## src/rtl/prga_fifo_rr_arbiter.sv

```systemverilog
// Round-robin arbiter merging NUM_SRC lookahead FIFO read interfaces into one
// lookahead read interface. A grant is held for up to BURST_MAX words; each
// output word carries the index of the source it came from.
module prga_fifo_rr_arbiter #(
  parameter int DATA_WIDTH   = 8,
  parameter int NUM_SRC      = 4,
  parameter int SRC_ID_WIDTH = 2,
  parameter int BURST_MAX    = 4
) (
  input  logic                            clk,
  input  logic                            rst,
  input  logic [NUM_SRC-1:0]              empty_i,
  output logic [NUM_SRC-1:0]              rd_i,
  input  logic [NUM_SRC*DATA_WIDTH-1:0]   dout_i,
  output logic                            empty,
  input  logic                            rd,
  output logic [DATA_WIDTH-1:0]           dout,
  output logic [SRC_ID_WIDTH-1:0]         src_id
);

  localparam int CNT_W = (BURST_MAX > 1) ? $clog2(BURST_MAX) : 1;

  typedef enum logic {
    IDLE,
    BURST
  } state_t;

  state_t                  state, state_next;
  logic [SRC_ID_WIDTH-1:0] ptr, grant, found_id, grant_inc;
  logic                    found;
  logic [CNT_W-1:0]        count;
  logic                    valid, load_ok, grant_empty, xfer, last_word, release_grant;

  // Round-robin scan: first non-empty source starting at ptr
  always_comb begin
    found    = 1'b0;
    found_id = '0;
    for (int unsigned i = 0; i < NUM_SRC; i++) begin
      if (!found && !empty_i[(32'(ptr) + i) % NUM_SRC]) begin
        found    = 1'b1;
        found_id = SRC_ID_WIDTH'((32'(ptr) + i) % NUM_SRC);
      end
    end
  end

  // State register
  always_ff @(posedge clk) begin
    if (rst) state <= IDLE;
    else     state <= state_next;
  end

  // Next-state logic
  always_comb begin
    state_next = state;
    case (state)
      IDLE:    if (found) state_next = BURST;
      BURST:   if (release_grant) state_next = IDLE;
      default: state_next = IDLE;
    endcase
  end

  // Outputs and transfer control; rd_i is forced low while rst is asserted
  // so no source is popped during the reset cycle.
  always_comb begin
    grant_empty   = empty_i[grant];
    load_ok       = !valid || rd;
    xfer          = (state == BURST) && !grant_empty && load_ok && !rst;
    last_word     = (count == CNT_W'(BURST_MAX - 1));
    release_grant = grant_empty || (xfer && last_word);
    grant_inc     = (grant == SRC_ID_WIDTH'(NUM_SRC - 1)) ? '0 : grant + SRC_ID_WIDTH'(1);
    empty         = !valid;
    rd_i          = '0;
    if (xfer) rd_i[grant] = 1'b1;
  end

  // Grant, pointer and burst counter
  always_ff @(posedge clk) begin
    if (rst) begin
      ptr   <= '0;
      grant <= '0;
      count <= '0;
    end else if (state == IDLE) begin
      if (found) begin
        grant <= found_id;
        count <= '0;
      end
    end else begin
      // Counter is cleared on release so it never exceeds BURST_MAX-1.
      if (release_grant) begin
        ptr   <= grant_inc;
        count <= '0;
      end else if (xfer) begin
        count <= count + CNT_W'(1);
      end
    end
  end

  // One-entry output register: load on transfer, otherwise drain on pop
  always_ff @(posedge clk) begin
    if (rst) begin
      valid  <= 1'b0;
      dout   <= '0;
      src_id <= '0;
    end else if (xfer) begin
      valid  <= 1'b1;
      dout   <= dout_i[grant*DATA_WIDTH +: DATA_WIDTH];
      src_id <= grant;
    end else if (rd) begin
      valid  <= 1'b0;
    end
  end

endmodule

```

## config.mk

```make
export PLATFORM = sky130hd
export DESIGN_NAME = prga_fifo_rr_arbiter
export DESIGN_NICKNAME = d
export VERILOG_FILES = /design/src/rtl/prga_fifo_rr_arbiter.sv
export SDC_FILE = /design/constraint.sdc
export NUM_CORES = 1
export LEC_CHECK = 0
export CORE_MARGIN = 2
export CORE_UTILIZATION = 42
export CTS_BUF_LIST = sky130_fd_sc_hd__clkbuf_4
export CTS_CLUSTER_DIAMETER = 150
export DETAILED_ROUTE_END_ITERATION = 8
export PLACE_DENSITY = 0.93
export SYNTH_ARGS = -nofsm -noshare
export SYNTH_HDL_FRONTEND = slang
export SYNTH_SLANG_ARGS = --single-unit
```

## constraint.sdc

```tcl
create_clock -name clk -period 3.2 [get_ports clk]
set_input_delay 0.96 -clock clk [delete_from_list [all_inputs] [get_ports clk]]
set_output_delay 0.96 -clock clk [all_outputs]
set_load 0.02 [all_outputs]
```

# [Yosys cells after proc, flatten, opt, wreduce, memory -nomap -nowiden]
# Cells that the tools add are included.
[totals] ff_bits=18 latchBits=0 ramBits=0 mem_bits_ro=0 in_bits=39 out_inout_bits=15 wordCells=77 memories=0
[classes] n_addsub=5 multipliers=0 div_mod_pow=0 magnitude_cmp=6 eq_ne=3 shifts=1 n_mux=31 bitwise=1 reduce_logical=23
[ops] op="32-bit by 6-bit variable part select with 8-bit output" count=1
[ops] op="2-bit two-way mux" count=9
[ops] op="2-bit by 3-bit < comparator with 1-bit output (second input constant)" count=5
[ops] op="1-bit two-way mux" count=14
[ops] op="1-bit binary-select mux with 2-bit select" count=5
[ops] op="1-bit logical AND" count=8
[ops] op="1-bit logical NOT" count=8
[ops] op="2-bit by 1-bit adder with 2-bit output (second input constant)" count=3
[ops] op="2-bit AND reduction" count=3
[ops] op="2-bit adder (second input constant)" count=2
[ops] op="2-bit equality test (second input constant)" count=2
[ops] op="4-bit two-way mux" count=1
[ops] op="2-bit nonzero test" count=2
[ops] op="3-bit by 1-bit inequality test with 1-bit output (second input constant)" count=1
[ops] op="1-bit demux with 2-bit select" count=1
[ops] op="2-bit by 1-bit >= comparator with 1-bit output (second input constant)" count=1
[ops] op="1-bit logical OR" count=2
[ops] op="1-bit case mux with 2 select lines" count=1
[ops] op="1-bit inverter" count=1

# [Longest topological paths before layout]
[depth] depth_word=14 mapped_depth=6 ltp_nobuf=4

# [Worst setup path after synthesis]
# OpenSTA, ideal clock, no wires.
[synth_path] path_kind="input-to-output" from="in empty_i[1]" to="out rd_i[1]" arrival_time_ns=2.323 required_time_ns=2.240 slack_ns=-0.083 stages=5 path_buffers=1 cell_sequence="mux2_4 -> a2bb2o_1 -> buf_2 -> nand2_1 -> nor3b_1"
[synth_between] elab_chain_cells=7
[synth_rtl] item="from (decl)" line="12" rtl="input logic [NUM_SRC-1:0] empty_i,"
[synth_rtl] item="1-bit binary-select mux with 2-bit select" line="65" rtl="grant_empty = empty_i[grant];"
[synth_rtl] item="1-bit two-way mux (not written as such)" line="65"
[synth_rtl] item="1-bit logical NOT" line="67" rtl="xfer = (state == BURST) && !grant_empty && load_ok && !rst;"
[synth_rtl] item="1-bit logical AND (3 in series)" line="67"
[synth_rtl] item="4-bit two-way mux" line="73" rtl="if (xfer) rd_i[grant] = 1'b1;"
[synth_rtl] item="to (decl)" line="13" rtl="output logic [NUM_SRC-1:0] rd_i,"
# No other way between the ends. The select of a mux whose other input is x is not followed.

# [Worst setup path in the final report]
[layout_path] from="in empty_i[1]" to="out rd_i[0]"
# Same word-level chain as after synthesis.

==> metrics.cfg <==
[sta]
worst_slew_pin_slew_ns = 0.483
setup_violations = 0
setup_tns_ns = 0
rsz0062_at_grt = false
post-route-period-util_pct = 97.9
slew_headroom_pct = 67.7
fmax_ghz = 0.319
slew_violations = 0
fin_crit_ns = 3.13
finalHoldViolations = 0
clock_skew_ns = 0.00900

[synth]
yosys-top-cells-count = dfxtp_1, a21oi_1, o21ai_0, nand3_1, mux4_2
syn_avg_cell_area_um2 = 9.18
synth_top_cell_area_share_pct = 31.2
syn_nets = 170
yosysTopAreaCell = dfxtp_1
yosysUniqueCellTypes = 31
yosys-top-cells-area = dfxtp_1, mux4_2, a21oi_1, o21ai_0, ha_1
synth-async-reset-ratio_pct = 0
synth_cells = 126
ys_ff_latch = 18
ys_seq_area_share_pct = 31.2
syn_area_mm2 = 0.00116
yosys.area_share.adder_pct = 5.41
synth-simple-area-share_pct = 19.2
synth_ff_type = dfxtp_1
muxShareOfSynthArea_pct = 20.6
synth-compound-area-share_pct = 18.4
synth_warnings = 0
synthXorXnorAreaFrac_pct = 0
synth_edf_count = 0
synth.most_common_cell = dfxtp_1
synth_top_family_by_area = multiplexers

[flow_run]
cap_viol_max_count = 0

[run_status]
outcome = complete, no violations

[placement]
placed_area_mm2 = 0.00179
routabilityCongestion = 0.806
place_hpwl_um = 2540
portBuffers = 53

[setup_path]
rr_worst_depth = 8
cp-end-kind = primary output
cp_data_required_time_ns = 2.24
regToRegEndpoint = count[0]
startpoint_type = input pin
timing.rr.start = grant[1]
cp.arrival_ns = 2.17
worstPathMaxFanout = 4
path_class = in2out
ff2ff_setup_slack_ns = 1.07

[global_routing]
grtUsageTotal_pct = 21.2
grt_max_degree = 19
first_global_vias = 1228
grt_pass1_wl_um = 5350
antenna_found_initial = 0
overflow = 0

[floorplanning]
start_util_pct = 43.0
die_y_um = 56.5
die_width_um = 56.5
core-area_mm2 = 0.00269
rows = 19
ios = 54
die_area_mm2 = 0.00319

[clock_tree]
cts_buffers = 3
cts_buffer_depth = 2
path_clk_slew_ns = 0.10
numClockSinks = 18
clock_latency_ns = 0.30
cts_max_level = 1
cts.root.buffer_cell = clkbuf_4
holdBufCountCts = 0
cts_tree = yes

[worst_hold_path]
min-delay-start = dout[3]
hp-class = reg2reg
min_to = dout[3]
hold_depth = 2

[layout]
antenna_cells = 0
nets = 235
design_area_mm2 = 0.00189
fillers = 203
area_delta_synth_final_pct = 63.1
utilization_pct = 70.2
drive_gt1_share_pct = 22.1

[route]
drt-met1-wl_um = 1400
ant_nets = 0
highest_layer = met4
vias = 1228
routed_wl_um = 3340
wl_per_cell_um = 15.1
routed-wl-met2_um = 1660
drtIter0Drc = 35
drt_pass1_iterations = 4
vias_per_cell = 5.56
drc = 0
met3_length_um = 206

[power_and_ir_drop]
p_per_area_mw_per_mm2 = 317
vdd_ir_drop_max_v = 0.000255
leakagePower_nw = 0.697

[cells in the final DEF (no fill, tap or decap), drive strengths merged, types with 4 or more instances in the layout]
master,netlist,final
a21oi,15,15
buf,4,20
clkdlybuf4s50,0,45
dfxtp,18,18
ha,5,5
inv,6,6
mux4,8,8
nand2b,6,6
nand3,10,10
nor2,5,5
nor2b,4,4
nor3b,6,6
o21ai,14,14
[metrics by stage]
step                hold WS (ns)  worst slack (ns)  instances  power [W]
floorplan                  0.458           -0.0829        126   0.000362
global placement           0.463            -0.632        215   0.000458
detailed placement         0.469            -0.685        215   0.000465
CTS                        0.483            0.0343        219   0.000588
global route               0.505           0.00381        221   0.000628
finish                     0.482            0.0687        221   0.000598
[kinds of logic (layout without fill, tap and decap cells)]
logic type,after synthesis,after routing
multiplexers,13,13
flip-flops,18,18
buffers and inverters,15,79
AND/OR/NAND/NOR,38,38
AO/OA/AOI/OAI,37,37
adder cells (fa/ha/maj),5,5
[flip-flops by register name, summed over array words and instances (netlist names)]
signal  flops
dout        8
count       2
grant       2
ptr         2
src_id      2
state       1
valid       1
[how the worst max path moves through the flow]
| stage | to | from | cells past startpoint |
|---|---|---|---|
| detailed placement | rd_i[2] | empty_i[1] | 6 |
| global route | rd_i[1] | empty_i[1] | 6 |
| floorplan | rd_i[1] | empty_i[1] | 5 |
| CTS | rd_i[2] | empty_i[2] | 6 |
| finish | rd_i[0] | empty_i[1] | 6 |
| global placement | rd_i[3] | empty_i[1] | 6 |
[cell type report]
cell class              instances  area, um2  share of cell area (%)
multi-input cells              93        791                    41.9
repair buffers                 69        647                    34.3
flip-flops and latches         18        360                    19.1
well taps                      31       38.8                    2.06
clock buffers                   3       22.5                    1.19
inverters                       6       22.5                    1.19
clock inverters                 1       3.75                   0.199
[timing repair]
action | in CTS | in global routing
setup buffers | 0 | 2
endpoints found under the setup margin | 4 | 4
pin swaps | 3 | 2
gates resized for setup | 34 | 6
[worst max-delay path, stage by stage]
cell and delay (ns):
dlygate4sd2_1 0.25, mux2_4 0.28, a2bb2o_4 0.25, nand2_8 0.07
nor3b_4 0.20, buf_6 0.15
[report_power, final]
part	internal (W)	switching, W	leakage (nW)
Clock	0.0000455	0.0000750	0.0154
Sequential	0.000240	0.0000112	0.147
Combinational	0.000130	0.0000955	0.535
Total	0.000416	0.000182	0.697
[layer usage]
metal,GRT usage (%),up-vias
li1,-,598
met1,24.6,576
met2,38.4,48
met3,3.69,6
met4,8.16,0
met5,0,-
Power figures use the tool's default switching activity.
